File: src/rtl/seq_multiplier_pkg.sv
// Shared types and helpers for the iterative shift-add multiplier.
package seq_multiplier_pkg;

    typedef enum logic [1:0] {
        IDLE = 2'd0,
        BUSY = 2'd1,
        DONE = 2'd2
    } mult_state_e;

    // Widest operand the magnitude helper handles.
    localparam int unsigned MaxOperandWidth = 64;
    localparam int unsigned MaxIdxWidth     = $clog2(MaxOperandWidth);

    function automatic int unsigned num_steps(input int unsigned width, input int unsigned step_bits);
        return width / step_bits;
    endfunction

    function automatic int unsigned cnt_width(input int unsigned width, input int unsigned step_bits);
        return $clog2(width / step_bits + 1);
    endfunction

    // Unsigned magnitude of a width-bit operand; -2^(width-1) maps to 2^(width-1).
    function automatic logic [MaxOperandWidth-1:0] abs_mag(
        input logic [MaxOperandWidth-1:0] value,
        input int unsigned                width,
        input logic                       is_signed
    );
        logic [MaxOperandWidth-1:0] mask;
        logic [MaxOperandWidth-1:0] mag;
        mask = '1;
        mask = mask >> (MaxOperandWidth - width);
        mag  = value & mask;
        if (is_signed && value[MaxIdxWidth'(width - 1)]) begin
            mag = (~mag + MaxOperandWidth'(1)) & mask;
        end
        return mag;
    endfunction

endpackage

File: src/rtl/seq_mult_pp_gen.sv
// Partial product of the multiplicand magnitude and one StepBits-wide multiplier group.
module seq_mult_pp_gen
    import seq_multiplier_pkg::*;
#(
    parameter int unsigned OperandWidth = 32,
    parameter int unsigned StepBits     = 1
) (
    input  logic [OperandWidth-1:0]          mag_a,
    input  logic [StepBits-1:0]              group,
    output logic [OperandWidth+StepBits-1:0] pp_c
);

    localparam int unsigned PpWidth = OperandWidth + StepBits;

    assign pp_c = PpWidth'(mag_a) * PpWidth'(group);

endmodule

File: src/rtl/seq_multiplier.sv
// Iterative shift-add multiplier with valid/ready handshakes, StepBits multiplier bits per cycle.
// Optional SEQ_MULT_EARLY_TERM_EN: finish as soon as the remaining multiplier magnitude is zero.
module seq_multiplier
    import seq_multiplier_pkg::*;
#(
    parameter int unsigned OperandWidth = 32,
    parameter int unsigned StepBits     = 1
) (
    input  logic                      clk_i,
    input  logic                      rst_ni,
    input  logic                      clear_i,
    input  logic                      in_valid_i,
    output logic                      in_ready_o,
    input  logic                      signed_i,
    input  logic [OperandWidth-1:0]   operand_a_i,
    input  logic [OperandWidth-1:0]   operand_b_i,
    output logic                      out_valid_o,
    input  logic                      out_ready_i,
    output logic [2*OperandWidth-1:0] result_o,
    output logic                      busy_o
);

    localparam int unsigned NumSteps = num_steps(OperandWidth, StepBits);
    localparam int unsigned CntWidth = cnt_width(OperandWidth, StepBits);
    localparam int unsigned AccWidth = 2 * OperandWidth;
    localparam int unsigned PpWidth  = OperandWidth + StepBits;

    if (StepBits == 0) begin : g_bad_zero_step
        $error("seq_multiplier: StepBits must be nonzero");
    end else if (OperandWidth % StepBits != 0) begin : g_bad_step
        $error("seq_multiplier: StepBits must divide OperandWidth");
    end
    if (OperandWidth > MaxOperandWidth) begin : g_bad_width
        $error("seq_multiplier: OperandWidth exceeds MaxOperandWidth");
    end

    mult_state_e             state_q;
    logic [AccWidth-1:0]     acc_q;
    logic [OperandWidth-1:0] mag_a_q;
    logic [OperandWidth-1:0] mag_b_q;
    logic [CntWidth-1:0]     step_q;
    logic                    neg_q;

    logic [PpWidth-1:0]      pp;
    logic [AccWidth-1:0]     pp_shifted;
    logic [OperandWidth-1:0] mag_a_in;
    logic [OperandWidth-1:0] mag_b_in;
    logic                    last_step;

    assign mag_a_in = OperandWidth'(abs_mag(MaxOperandWidth'(operand_a_i), OperandWidth, signed_i));
    assign mag_b_in = OperandWidth'(abs_mag(MaxOperandWidth'(operand_b_i), OperandWidth, signed_i));

    seq_mult_pp_gen #(
        .OperandWidth(OperandWidth),
        .StepBits    (StepBits)
    ) u_pp_gen (
        .mag_a(mag_a_q),
        .group(mag_b_q[StepBits-1:0]),
        .pp_c (pp)
    );

    assign pp_shifted = AccWidth'(pp) << (32'(step_q) * StepBits);

    // BUSY spends one extra cycle after the last group so latency is NumSteps+1.
`ifdef SEQ_MULT_EARLY_TERM_EN
    assign last_step = (step_q == CntWidth'(NumSteps)) ||
                       ((mag_b_q == '0) && (step_q != '0));
`else
    assign last_step = (step_q == CntWidth'(NumSteps));
`endif

    assign result_o = neg_q ? (~acc_q + AccWidth'(1)) : acc_q;

    // Control FSM, accumulator datapath and registered handshake outputs.
    always_ff @(posedge clk_i or negedge rst_ni) begin
        if (!rst_ni) begin
            state_q     <= IDLE;
            acc_q       <= '0;
            mag_a_q     <= '0;
            mag_b_q     <= '0;
            step_q      <= '0;
            neg_q       <= 1'b0;
            in_ready_o  <= 1'b1;
            out_valid_o <= 1'b0;
            busy_o      <= 1'b0;
        end else if (clear_i) begin
            state_q     <= IDLE;
            acc_q       <= '0;
            mag_a_q     <= '0;
            mag_b_q     <= '0;
            step_q      <= '0;
            neg_q       <= 1'b0;
            in_ready_o  <= 1'b1;
            out_valid_o <= 1'b0;
            busy_o      <= 1'b0;
        end else begin
            case (state_q)
                IDLE: begin
                    if (in_valid_i && in_ready_o) begin
                        mag_a_q    <= mag_a_in;
                        mag_b_q    <= mag_b_in;
                        neg_q      <= signed_i & (operand_a_i[OperandWidth-1] ^ operand_b_i[OperandWidth-1]);
                        acc_q      <= '0;
                        step_q     <= '0;
                        state_q    <= BUSY;
                        in_ready_o <= 1'b0;
                        busy_o     <= 1'b1;
                    end
                end
                BUSY: begin
                    if (last_step) begin
                        state_q     <= DONE;
                        out_valid_o <= 1'b1;
                    end else begin
                        acc_q   <= acc_q + pp_shifted;
                        mag_b_q <= mag_b_q >> StepBits;
                        step_q  <= step_q + CntWidth'(1);
                    end
                end
                DONE: begin
                    if (out_ready_i) begin
                        state_q     <= IDLE;
                        out_valid_o <= 1'b0;
                        busy_o      <= 1'b0;
                        in_ready_o  <= 1'b1;
                    end
                end
                default: begin
                    state_q     <= IDLE;
                    in_ready_o  <= 1'b1;
                    out_valid_o <= 1'b0;
                    busy_o      <= 1'b0;
                end
            endcase
        end
    end

endmodule

File: config.mk
export PLATFORM = sky130hd
export DESIGN_NAME = seq_multiplier
export DESIGN_NICKNAME = d
export VERILOG_FILES = /design/src/rtl/seq_multiplier_pkg.sv /design/src/rtl/seq_mult_pp_gen.sv /design/src/rtl/seq_multiplier.sv
export SDC_FILE = /design/constraint.sdc
export NUM_CORES = 1
export LEC_CHECK = 0
export CORE_MARGIN = 5
export CORE_UTILIZATION = 40
export DETAILED_ROUTE_END_ITERATION = 10
export PLACE_DENSITY = 0.69
export SLEW_MARGIN = 10
export SYNTH_ARGS = -nofsm -noshare
export SYNTH_HDL_FRONTEND = slang
export SYNTH_SLANG_ARGS = --single-unit
File: constraint.sdc
create_clock -name clk_i -period 6.88 [get_ports clk_i]
set_input_delay 2.064 -clock clk_i [delete_from_list [all_inputs] [get_ports clk_i]]
set_output_delay 2.064 -clock clk_i [all_outputs]
set_load 0.05 [all_outputs]
Word level (Yosys, flattened, before mapping)
Cells that the tools add are included.
Storage, ports and cells
  output and inout bits: 67
  word-level logic and storage cells: 79
  input bits: 70
  register bits after elaboration: 140
Cells by class
  multipliers: 1
  bitwise logic cells: 5
  equal/unequal tests: 9
  shift operators: 1
  multiplexer cells: 37
  add/sub/neg operators: 5
  reduce and logical (&&, ||, !) cells: 12
Operators by type and width (number)
  32-bit 2-to-1 mux: 8
  64-bit 2-to-1 mux: 4
  64-bit one-hot mux with 2 select lines: 1
  32-bit by 1-bit adder with 32-bit output, second input constant: 2
  64-bit by 1-bit adder with 64-bit output, second input constant: 1
  64-bit adder: 1
  32-bit inverter: 2
  64-bit inverter: 1
  32-bit one-hot mux with 2 select lines: 1
  33-bit by 6-bit left shift with 64-bit output: 1
  32-bit by 1-bit multiplier with 33-bit output: 1
  6-bit 2-to-1 mux: 3
  3-bit inequality test, second input constant: 4
  6-bit one-hot mux with 2 select lines: 1
  3-bit AND reduction: 4
  1-bit 2-to-1 mux: 11
  1-bit one-hot mux with 3 select lines: 3
  2-bit 2-to-1 mux: 4
  6-bit by 1-bit adder with 6-bit output, second input constant: 1
  6-bit equality test, second input constant: 1
  2-bit one-hot mux with 3 select lines: 1
  2-bit inequality test, second input constant: 2
  2-bit nonzero test: 2
  1-bit logical AND: 3
  7 further kinds: 7

Longest topological paths before layout
  word-level depth: 6
  mapped depth: 24
  mapped depth without buffers: 20

Modules after synthesis
Synthesis repeated with hierarchy kept, for this count alone.
Unflattened totals
  cells, all modules: 1881
  area total of the unflattened synthesis: 14448.9 um^2
By module, submodules not included
  seq_multiplier: area an instance 14182.4 um^2, seq. area each 3504.6 um^2, times used 1, cells an instance 1844
  seq_mult_pp_gen: area an instance 266.5 um^2, seq. area each 0.0 um^2, times used 1, cells an instance 37

Worst setup path after synthesis
No wires, ideal clock.
  kind: reg2out
  from: reg acc_q[19]
  to: out result_o[58]
  path slack: 841 ps
  buffers on the path: 1
  data arrival time: 3975 ps
  stages on the path, launching flop included: 11
  required time: 4816 ps
  path through: dfrtp_1 or4_4 or3_4 or4_4 nand2b_4 or2_1 or4_4 or4_4 buf_6 o31ai_2 xnor2_1
Between the ends
  word-level cells in the longest chain between the ends: 3
Ends and longest elaborated chain
  start, declared: line seq_multiplier.sv:38  | logic [AccWidth-1:0] acc_q;
  start signal, assigned: line seq_multiplier.sv:115  | acc_q <= acc_q + pp_shifted;
  64-bit inverter: line seq_multiplier.sv:72  | assign result_o = neg_q ? (~acc_q + AccWidth'(1)) : acc_q;
  64-bit by 1-bit adder with 64-bit output: line seq_multiplier.sv:72
  64-bit 2-to-1 mux: line seq_multiplier.sv:72
  end, declared: line seq_multiplier.sv:19  | output logic [2*OperandWidth-1:0] result_o,
Every way passes these cells.

Final worst setup path
  from: reg acc_q[28]
  to: out result_o[47]
Same word-level chain as after synthesis.

==> run_results.csv <==
group,metric,value,unit
run_status,status,"completed",
timing,tightest_slew,1.12,ns
place,routabilityCongestion,0.983,
floorplanning,initial_core_util,40.7,%
timing,max_freq,150,MHz
route,drc,0,
setup_path,setup.worst_path.start,"acc_q[28]$_DFFE_PN0P_",
clocking,cts_buffers,17,
yosys,yosys.area_share.simple,21.3,%
final_layout,layout-drive-gt1-share,7.15,%
final_layout,diodes,0,
final_layout,area_growth,16.4,%
clocking,cts_setup_buffers,0,
yosys,synth_edf_count,0,
yosys,syn_area_per_cell,7.58,um2
floorplanning,die_x,198,um
setup_path,crit_fanout,9,
yosys,seq_area_frac_synth,24.9,%
yosys,synthXorXnorAreaFrac,10.8,%
timing,hold_viol,0,
floorplanning,chipHeight,198,um
grt,grt_usage,22.0,%
grt,grt_max_degree,89,
final_layout,fillers,3464,
setup_path,critPathRequiredTime,4.82,ns
route,vias,13796,
route,wl_per_cell,18.3,um
grt,antenna_found_initial,0,
timing,drv_slew,0,
clocking,clock_latency,0.44,ns
route,via_per_inst,5.78,
yosys,ys_top_cells_by_area,"dfrtp_1 25%, o21ai_0 7.7%, xnor2_1 7.5%",
setup_path,start_kind,"flip-flop",
pwr,ir_worst_vdd,172,uV
timing,maxSlewHeadroom,24.8,%
timing,post-route-period-util,97.1,%
floorplanning,dieArea,0.0391,mm2
yosys,synth-seq-cells,140,
yosys,muxShareOfSynthArea,6.04,%
yosys,syn-cell-area,0.0141,mm2
floorplanning,coreArea,0.0346,mm2
yosys,synthAdderAreaFrac,6.18,%
final_layout,final_core_util,47.4,%
floorplanning,io-pin-count,137,
clocking,cts_tree,"built",
clocking,hold_buffers,0,
yosys,yosys.area.top_type,"dfrtp_1",
clocking,htreeDepth,4,
setup_path,arrival,4.61,ns
worst_hold_path,hold_class,"flip-flop to flip-flop",
floorplanning,row_count,68,
timing,rsz0062_at_grt,"false",
place,io_buffers,136,
grt,grt_pass1_vias,12965,
yosys,synth_top_family_by_area,"compound AO/OA/AOI/OAI gates",
pwr,p_per_area,147,mW/mm2
place,place_hpwl,34.1,mm
grt,grt.overflow.total,0,
clocking,root_buffer,"clkbuf_16",
yosys,yosys.cell_types.count,72,
clocking,cts.clk_slew.worst_paths,0.07,ns
final_layout,instances_no_fill,2386,
route,drt_iter0_drc,1318,
setup_path,reg2reg_from,"step_q[0]$_DFFE_PN0P_",
yosys,synthCells,1860,
worst_hold_path,min_from,"mag_b_q[12]$_DFFE_PN0P_",
timing,setup_violations,0,
flow_run,cap_viol_max_count,0,
yosys,synth.top_cell.area_share,24.7,%
place,dp_cells,2354,
yosys,synthArstFlopShare,100,%
yosys,synth_compound_area_share,26.5,%
route,wl,43.6,mm
yosys,ys_warn_count,0,
setup_path,worstSetupPathType,"flip-flop to primary output",
grt,grt_pass1_wl,70.1,mm
final_layout,multi_input_area,0.0100,mm2
timing,fin_worst_skew,0.0138,ns
route,antenna_left,0,
pwr,p_total,2.40,mW
pwr,leakagePower,6.83,nW
final_layout,ff_latch_area,0.00351,mm2
clocking,clock_sinks,140,
route,first_pass_iters,5,
yosys,synth-main-ff-cell,"dfrtp_1",
timing,timing.setup.tns,0,ns
final_layout,fin_nets,2057,
setup_path,critPathCaptureType,"primary output",
timing,final.min_clock_period,6.68,ns
yosys,synth_nets,1999,
clocking,clock_path_buffers,2,
## per-layer routing
metal,wire length (um),global-route usage (%),vias to the layer above
li1,-,-,6855
met1,20600,31.1,6546
met2,20400,35.7,350
met3,1800,2.67,45
met4,838,5.66,0
met5,0,0,-
## power breakdown
| group | switching, mW | internal, mW |
|---|---|---|
| sequential | 0.0484 | 0.862 |
| combinational | 0.314 | 0.206 |
| clock | 0.448 | 0.525 |
| total | 0.811 | 1.59 |
## logic make-up after synthesis
logic type,after synthesis
and+or+nand+nor,651
DFF,140
xor gates and xnor gates,174
muxes,59
AOI/OAI and AO/OA,610
buffers and inverters,157
adders and majority gates,69
## metrics by stage
stage / worst slack, ns / hold WS (ns) / instance area, um2
global route: 0.0180 / 0.494 / 16400
floorplan: 0.841 / 0.448 / 14100
CTS: 0.0459 / 0.485 / 16400
detailed placement: 0.452 / 0.466 / 15800
global placement: 0.584 / 0.463 / 15800
finish: 0.202 / 0.483 / 16400
## final cells by class
cell class	instances	share of cell area, %
timing repair buffer	162	9.58
clock inverter	15	1.17
sequential	140	21.4
tap	455	3.47
multi-input combinational	1563	61.0
clock buffer	17	2.59
inverter	34	0.778
## Yosys cell counts (all sizes together) (13+ instances only)
| cell | n |
|---|---|
| a21oi | 156 |
| clkbuf | 99 |
| o31ai | 42 |
| nor3 | 36 |
| a21o | 34 |
| nand3 | 38 |
| mux2i | 31 |
| o21ai | 219 |
| xnor2 | 120 |
| or3 | 32 |
| nand2b | 15 |
| or4 | 16 |
| dfrtp | 139 |
| o22ai | 21 |
| and3 | 13 |
| o21bai | 15 |
| nand4 | 20 |
| nor2 | 157 |
| a211oi | 28 |
| ha | 68 |
| inv | 33 |
| xor2 | 54 |
| mux4 | 20 |
| a31oi | 14 |
| nand2 | 263 |
| buf | 24 |
| a22o | 13 |
| and2 | 19 |
## cell usage in the layout, fill, tap and decap left out, types with 28 or more instances in the layout
master / count
nor2_1: 156
mux2i_1: 31
buf_4: 34
dfrtp_1: 137
a21o_1: 34
a21oi_1: 156
inv_1: 32
nor3_1: 35
or3_1: 31
nand3_1: 38
xor2_1: 54
o31ai_1: 37
clkdlybuf4s50_1: 118
xnor2_1: 120
a211oi_1: 28
o21ai_0: 218
ha_1: 68
nand2_1: 263
## state kept, by name, indices dropped and copies added, names as in the netlist
| register | flops |
|---|---|
| state_q | 2 |
| in_ready_o | 1 |
| busy_o | 1 |
| neg_q | 1 |
| out_valid_o | 1 |
| acc_q | 64 |
| mag_a_q | 32 |
| mag_b_q | 32 |
| step_q | 6 |
## final timing paths
path                                            to  slack, ns  cells after the start
max in group asynchronous    step_q[0]$_DFFE_PN0P_       3.94                      2
min reg2reg                mag_b_q[12]$_DFFE_PN0P_       0.48                      2
min in group asynchronous  mag_b_q[19]$_DFFE_PN0P_       1.68                      1
max                                   result_o[47]       0.20                      9
min                        mag_b_q[12]$_DFFE_PN0P_       0.48                      2
max reg2reg                  acc_q[37]$_DFFE_PN0P_       1.17                     18
## critical path, stage by stage (launching register included)
cell	delay, ns
dfrtp_1	0.44
or4_1	0.59
or4_1	0.49
or4_1	0.47
or2_2	0.36
or3_1	0.35
nand2b_1	0.36
nand2_1	0.17
xnor2_1	0.12
clkdlybuf4s50_1	0.82
## repair_timing
| action | in CTS | in global routing |
|---|---|---|
| pin swaps | 0 | 0 |
| setup endpoints to repair | 1 | 4 |
| gates resized for setup | 1 | 4 |
Note: power is estimated with default switching activity, not from simulation.
